--- src/rtl/mc_pkg.sv ---
// ============================================================================
// mc_pkg : shared types and encodings for the multi-cycle MIPS controller
// Revision: 1.0
// ============================================================================
`default_nettype none

package mc_pkg;

    typedef enum logic [3:0] {
        S_IDLE     = 4'd0,
        S_FETCH    = 4'd1,
        S_DECODE   = 4'd2,
        S_MEM_ADDR = 4'd3,
        S_MEM_RD   = 4'd4,
        S_MEM_WB   = 4'd5,
        S_MEM_WR   = 4'd6,
        S_R_EXEC   = 4'd7,
        S_R_WB     = 4'd8,
        S_BRANCH   = 4'd9,
        S_JUMP     = 4'd10,
        S_I_EXEC   = 4'd11,
        S_I_WB     = 4'd12,
        S_EXCEPT   = 4'd13
    } state_e;

    localparam logic [5:0] OP_RTYPE = 6'd0;
    localparam logic [5:0] OP_J     = 6'd2;
    localparam logic [5:0] OP_BEQ   = 6'd4;
    localparam logic [5:0] OP_BNE   = 6'd5;
    localparam logic [5:0] OP_ADDI  = 6'd8;
    localparam logic [5:0] OP_SLTI  = 6'd10;
    localparam logic [5:0] OP_ANDI  = 6'd12;
    localparam logic [5:0] OP_ORI   = 6'd13;
    localparam logic [5:0] OP_LW    = 6'd35;
    localparam logic [5:0] OP_SW    = 6'd43;

    localparam logic [1:0] ALU_ADD   = 2'b00;
    localparam logic [1:0] ALU_SUB   = 2'b01;
    localparam logic [1:0] ALU_FUNCT = 2'b10;
    localparam logic [1:0] ALU_ITYPE = 2'b11;

    localparam logic [1:0] SRCB_RT     = 2'b00;
    localparam logic [1:0] SRCB_FOUR   = 2'b01;
    localparam logic [1:0] SRCB_IMM    = 2'b10;
    localparam logic [1:0] SRCB_IMM_SH = 2'b11;

    localparam logic [1:0] PCSRC_ALU    = 2'b00;
    localparam logic [1:0] PCSRC_ALUOUT = 2'b01;
    localparam logic [1:0] PCSRC_JUMP   = 2'b10;
    localparam logic [1:0] PCSRC_EXC    = 2'b11;

    // Undefined opcodes map to S_EXCEPT; the controller decides whether to honour it.
    function automatic state_e decode_target(input logic [5:0] op);
        case (op)
            OP_RTYPE:                          decode_target = S_R_EXEC;
            OP_LW, OP_SW:                      decode_target = S_MEM_ADDR;
            OP_BEQ, OP_BNE:                    decode_target = S_BRANCH;
            OP_J:                              decode_target = S_JUMP;
            OP_ADDI, OP_SLTI, OP_ANDI, OP_ORI: decode_target = S_I_EXEC;
            default:                           decode_target = S_EXCEPT;
        endcase
    endfunction

endpackage

`default_nettype wire

--- src/rtl/mc_retire_cnt.sv ---
// ============================================================================
// mc_retire_cnt : CNT_W-wide enable counter, wraps modulo 2^CNT_W
// Revision: 1.0
// ============================================================================
`default_nettype none

module mc_retire_cnt #(
    parameter int CNT_W = 32
) (
    input  logic             clk,
    input  logic             rst_n,
    input  logic             en_i,
    output logic [CNT_W-1:0] count_o
);

    logic [CNT_W-1:0] count_q;
    logic [CNT_W-1:0] count_d;

    always_comb begin
        count_d = count_q;
        if (en_i) begin
            count_d = count_q + CNT_W'(1);
        end
    end

    always_ff @(posedge clk or negedge rst_n) begin
        if (!rst_n) begin
            count_q <= '0;
        end else begin
            count_q <= count_d;
        end
    end

    assign count_o = count_q;

endmodule

`default_nettype wire

--- src/rtl/mc_control.sv ---
// ============================================================================
// mc_control : multi-cycle MIPS main controller (Moore FSM, Mealy mem handshake)
// Optional undefined-opcode trap enabled by macro MC_CONTROL_EXCEPTION_EN.
// Revision: 1.0
// ============================================================================
`default_nettype none

module mc_control
    import mc_pkg::*;
#(
    parameter int OPCODE_W = 6,
    parameter int ALUOP_W  = 2,
    parameter int CNT_W    = 32
) (
    input  logic                clk,
    input  logic                rst_n,
    input  logic [OPCODE_W-1:0] opcode,
    input  logic                mem_ready,
    output logic                mem_read,
    output logic                mem_write,
    output logic                i_or_d,
    output logic                ir_write,
    output logic                pc_write,
    output logic                pc_write_cond,
    output logic                branch_ne,
    output logic [1:0]          pc_source,
    output logic [ALUOP_W-1:0]  alu_op,
    output logic                alu_src_a,
    output logic [1:0]          alu_src_b,
    output logic                reg_write,
    output logic                reg_dst,
    output logic                mem_to_reg,
    output logic                exception,
    output logic [3:0]          state,
    output logic [CNT_W-1:0]    instr_count
);

    state_e              state_q;
    state_e              state_d;
    logic [OPCODE_W-1:0] op_q;
    logic [OPCODE_W-1:0] op_d;
    logic [5:0]          op_lat;
    state_e              decode_next;
    logic                retire;
    logic [1:0]          alu_op_cls;

    // Later states look only at the opcode latched in DECODE.
    assign op_lat      = 6'(op_q);
    assign decode_next = decode_target(6'(opcode));

    always_ff @(posedge clk or negedge rst_n) begin
        if (!rst_n) begin
            state_q <= S_IDLE;
            op_q    <= '0;
        end else begin
            state_q <= state_d;
            op_q    <= op_d;
        end
    end

    always_comb begin
        state_d       = state_q;
        op_d          = op_q;
        retire        = 1'b0;
        mem_read      = 1'b0;
        mem_write     = 1'b0;
        i_or_d        = 1'b0;
        ir_write      = 1'b0;
        pc_write      = 1'b0;
        pc_write_cond = 1'b0;
        branch_ne     = 1'b0;
        pc_source     = PCSRC_ALU;
        alu_op_cls    = ALU_ADD;
        alu_src_a     = 1'b0;
        alu_src_b     = SRCB_RT;
        reg_write     = 1'b0;
        reg_dst       = 1'b0;
        mem_to_reg    = 1'b0;
        exception     = 1'b0;

        case (state_q)
            S_IDLE: begin
                state_d = S_FETCH;
            end
            S_FETCH: begin
                mem_read  = 1'b1;
                alu_src_b = SRCB_FOUR;
                ir_write  = mem_ready;
                pc_write  = mem_ready;
                if (mem_ready) begin
                    state_d = S_DECODE;
                end
            end
            S_DECODE: begin
                alu_src_b = SRCB_IMM_SH;
                op_d      = opcode;
`ifdef MC_CONTROL_EXCEPTION_EN
                state_d   = decode_next;
`else
                // Without the trap an undefined opcode simply falls back to fetch.
                state_d   = (decode_next == S_EXCEPT) ? S_FETCH : decode_next;
`endif
            end
            S_MEM_ADDR: begin
                alu_src_a = 1'b1;
                alu_src_b = SRCB_IMM;
                state_d   = (op_lat == OP_LW) ? S_MEM_RD : S_MEM_WR;
            end
            S_MEM_RD: begin
                mem_read = 1'b1;
                i_or_d   = 1'b1;
                if (mem_ready) begin
                    state_d = S_MEM_WB;
                end
            end
            S_MEM_WB: begin
                reg_write  = 1'b1;
                mem_to_reg = 1'b1;
                retire     = 1'b1;
                state_d    = S_FETCH;
            end
            S_MEM_WR: begin
                mem_write = 1'b1;
                i_or_d    = 1'b1;
                if (mem_ready) begin
                    retire  = 1'b1;
                    state_d = S_FETCH;
                end
            end
            S_R_EXEC: begin
                alu_src_a  = 1'b1;
                alu_op_cls = ALU_FUNCT;
                state_d    = S_R_WB;
            end
            S_R_WB: begin
                reg_write = 1'b1;
                reg_dst   = 1'b1;
                retire    = 1'b1;
                state_d   = S_FETCH;
            end
            S_BRANCH: begin
                alu_src_a     = 1'b1;
                alu_op_cls    = ALU_SUB;
                pc_write_cond = 1'b1;
                pc_source     = PCSRC_ALUOUT;
                branch_ne     = (op_lat == OP_BNE);
                retire        = 1'b1;
                state_d       = S_FETCH;
            end
            S_JUMP: begin
                pc_write  = 1'b1;
                pc_source = PCSRC_JUMP;
                retire    = 1'b1;
                state_d   = S_FETCH;
            end
            S_I_EXEC: begin
                alu_src_a  = 1'b1;
                alu_src_b  = SRCB_IMM;
                alu_op_cls = ALU_ITYPE;
                state_d    = S_I_WB;
            end
            S_I_WB: begin
                reg_write = 1'b1;
                retire    = 1'b1;
                state_d   = S_FETCH;
            end
            S_EXCEPT: begin
`ifdef MC_CONTROL_EXCEPTION_EN
                exception = 1'b1;
                pc_write  = 1'b1;
                pc_source = PCSRC_EXC;
`endif
                state_d   = S_FETCH;
            end
            default: begin
                state_d = S_IDLE;
            end
        endcase
    end

    assign alu_op = ALUOP_W'(alu_op_cls);
    assign state  = state_q;

    mc_retire_cnt #(
        .CNT_W (CNT_W)
    ) u_retire_cnt (
        .clk     (clk),
        .rst_n   (rst_n),
        .en_i    (retire),
        .count_o (instr_count)
    );

endmodule

`default_nettype wire

--- config.mk ---
export PLATFORM = sky130hd
export DESIGN_NAME = mc_control
export DESIGN_NICKNAME = d
export VERILOG_FILES = /design/src/rtl/mc_pkg.sv /design/src/rtl/mc_retire_cnt.sv /design/src/rtl/mc_control.sv
export SDC_FILE = /design/constraint.sdc
export NUM_CORES = 1
export LEC_CHECK = 0
export ABC_AREA = 1
export CORE_MARGIN = 4
export CORE_UTILIZATION = 50
export DETAILED_ROUTE_END_ITERATION = 16
export PLACE_DENSITY = 0.92
export RECOVER_POWER = 25
export SKIP_LAST_GASP = 1
export SYNTH_ARGS = -nofsm -noshare
export SYNTH_HDL_FRONTEND = slang
export SYNTH_SLANG_ARGS = --single-unit
--- constraint.sdc ---
create_clock -name clk -period 2.8 [get_ports clk]
set_input_delay 0.56 -clock clk [delete_from_list [all_inputs] [get_ports clk]]
set_output_delay 0.56 -clock clk [all_outputs]
set_load 0.01 [all_outputs]
==> summary.md <==
| Metric | Value |
|---|---|
| Slew Limit Headroom | `32.21%` |
| Post-Syn Area per Cell | `6.811 um^2` |
| Yosys cell types | `31` |
| Final worst path period share | `92.08%` |
| Hold WC Path Type | `input pin to async pin` |
| Worst skew pair latency | `0.30 ns` |
| RSZ-0062 raised after global routing | `no` |
| Core Box Area | `5238 um^2` |
| Reg-to-reg critical path startpoint | `state[0]` |
| Synth top area cells | `dfrtp_1 38%, nand2_1 21%, nor2_1 8.1%` |
| Wire per inst | `13.51 um` |
| Met2 Use GR | `40.14%` |
| Max IR drop VDD | `0.4836 mV` |
| DR iter-0 viols | `249` |
| P_leak | `1.555 nW` |
| Crit-path max FO | `9` |
| H-tree Lvls | `2` |
| Die Ht | `82.55 um` |
| Reg clk slew, reported paths | `0.08 ns` |
| Clock sinks | `42` |
| M1 GR Usage | `28.42%` |
| Critical path startpoint | `state[0]` |
| Fin nets | `481` |
| CTS tree | `yes` |
| Worst EP required | `2.24 ns` |
| Share of layout cells above drive strength 1 | `6.157%` |
| First-pass GRT wire length | `12450 um` |
| Register bit total from synthesis | `42` |
| Synth-to-layout area growth | `25.98%` |
| Ports | `63` |
| Reg2Reg Setup Slack | `0.70 ns` |
| Cell taking the most area after synthesis | `dfrtp_1` |
| Place WS | `0.3543 ns` |
| Worst Slack Setup Final | `0.2218 ns` |
| Final ANT Viol Nets | `0` |
| Vias | `2873` |
| WS Path Type | `flip-flop to primary output` |
| Startpoint Class | `flip-flop` |
| Routed WL | `7308 um` |
| Part of the Yosys area used for sequential elements | `37.82%` |
| Initial Utilization | `53.06%` |
| Drt drc | `0` |
| Final Hold Vio Count | `0` |
| Synth Instances | `408` |
| Maxcap violations | `0` |
| Yosys top cell area share | `37.82%` |
| GRT Max-Usage Layer | `met2` |
| Setup crit end | `alu_src_b[1]` |
| Pwr dens | `614.7 nW/um^2` |
| Clock buffer depth | `2` |
| Root Buffer | `clkbuf_8` |
| Overflow after GRT | `0` |
| Worst Tran Pin Value | `1.017 ns` |
| DP Wirelength | `5526 um` |
| Period minus WS final | `2.578 ns` |
| CTS Buf Count | `5` |
| Pre-antenna DRT Iters | `4` |
| Synthesized Nets | `418` |
| Total track usage | `23.60%` |
| Post-Place Cells | `534` |
| Number of antenna diodes | `0` |
| Status | `complete, no violations` |
| Met3 usage | `5.098%` |
| Largest net degree at the start of global routing | `43` |
| Critical Path AT | `2.02 ns` |
| Hold_ws | `0.4273 ns` |
| Yosys warning total | `0` |
| Initial antenna violation count | `0` |
| Final setup viols | `0` |
| Synthesized cell area | `2779 um^2` |
| Fmax | `387.9 MHz` |
| Die W | `82.55 um` |
| Crit. End Element | `primary output` |
| IO Port Bufs | `61` |
| Row count | `26` |
| Worst reg-to-reg path cell count | `8` |
| Setup tns final | `0 ns` |
| Clock Skews | `0.007488 ns` |
| FF-to-FF End | `u_retire_cnt.count_o[27]` |
| Slew Limit Fails | `0` |
| Final RePlAce weighted congestion | `0.9424` |
| Post-route insts no fill | `541` |
| Die Footprint | `6815 um^2` |
| Vias per Instance | `5.311` |
| Vias in the first global route | `2773` |
| Overall Power | `2.152 mW` |
-- worst max-delay path: stages (launching register included) --
cell             delay [ns]
dfrtp_1                0.49
inv_2                  0.14
nand2_2                0.12
nor2_2                 0.14
inv_1                  0.14
o21ai_0                0.13
clkdlybuf4s50_1        0.57
-- per-stage QoR --
stage               cell area, um^2  util [%]
floorplan                      2779         -
global placement               3422     65.34
detailed placement             3422     65.34
CTS                            3498     66.79
global route                   3501     66.84
finish                         3501     66.84
-- sequential cells by signal, indices dropped and copies added, names as in the netlist --
signal                flops
u_retire_cnt.count_o     32
op_lat                    6
state                     4
-- power breakdown --
| part | total (mW) | switching (mW) | internal (mW) |
|---|---|---|---|
| combinational | 0.956 | 0.553 | 0.403 |
| sequential | 0.828 | 0.122 | 0.707 |
| clock | 0.368 | 0.196 | 0.172 |
-- how the worst min path moves through the flow --
stage                          from                      end  slack [ns]  cells past startpoint
after CTS                     rst_n  u_retire_cnt.count_o[1]        0.42                      1
after floorplan               rst_n                op_lat[0]        0.26                      0
after global placement    op_lat[4]                op_lat[4]        0.46                      2
final                         rst_n  u_retire_cnt.count_o[1]        0.43                      1
after detailed placement  op_lat[4]                op_lat[4]        0.47                      2
after global routing      op_lat[4]                op_lat[4]        0.53                      2
-- per-layer routing --
metal  routed length [um]  vias to the layer above
li1                     -                     1411
met3                  465                       18
met4                  165                        0
met2                 3551                      115
met1                 3126                     1329
met5                    0                        -
-- cells in the final DEF, fill, tap and decap left out, types with 2 or more instances in the layout --
| master | count |
|---|---|
| nand2_1 | 159 |
| clkdlybuf4s50_1 | 60 |
| nor2_1 | 59 |
| dfrtp_1 | 42 |
| nand3_1 | 34 |
| inv_1 | 27 |
| o21ai_0 | 13 |
| nand3b_1 | 12 |
| xnor2_1 | 10 |
| xor2_1 | 6 |
| clkbuf_8 | 5 |
| inv_2 | 4 |
| nand2_2 | 4 |
| nor2_4 | 4 |
| nor2_2 | 4 |
| o22ai_1 | 3 |
| nand4_1 | 3 |
| buf_4 | 3 |
| nand2_4 | 2 |
| nor3_1 | 2 |
| o21ai_1 | 2 |
| clkbuf_1 | 2 |
-- area by class of cell --
| cell class | instances | area [um^2] |
|---|---|---|
| sequential | 42 | 1051 |
| multi-input combinational | 327 | 1541 |
| clock buffer | 7 | 76.32 |
| inverter | 31 | 116.4 |
| fill | 448 | 1737 |
| tap | 70 | 87.58 |
| timing repair buffer | 64 | 628.1 |
-- cell usage after synthesis --
master    instances
nand2_2           4
o211ai_1          1
nand2_1         159
ha_1              1
and3_1            1
nor3b_1           1
xnor2_1          10
inv_1            27
nand3b_1         12
o21ai_1           2
nor2_2            3
and2_1            1
dfrtp_1          42
a21oi_1           1
nor3_4            1
buf_6             4
o22ai_1           3
nand3_1          34
a21o_1            1
nor2_4            4
conb_1            1
nand4_1           3
xor2_1            6
nand2_4           2
nor2_1           60
nand3_2           1
inv_2             4
buf_2             1
nor3_1            2
buf_4             3
o21ai_0          13
-- cell families after synthesis --
group           count (synthesis)  synth area share, %
other cells                     1               0.1349
buf+inv                        39                6.798
xor+xnor                       16                5.043
compound gates                 21                4.097
simple gates                  288                45.66
flops                          42                37.82
fa+ha+maj                       1               0.4502
-- repair_timing --
action                                  CTS  global route
resized for setup                         0             1
setup buffers                             0             0
endpoints found under the setup margin    0             1
hold buffers                              0             0
(Power assumes the default switching activity.)
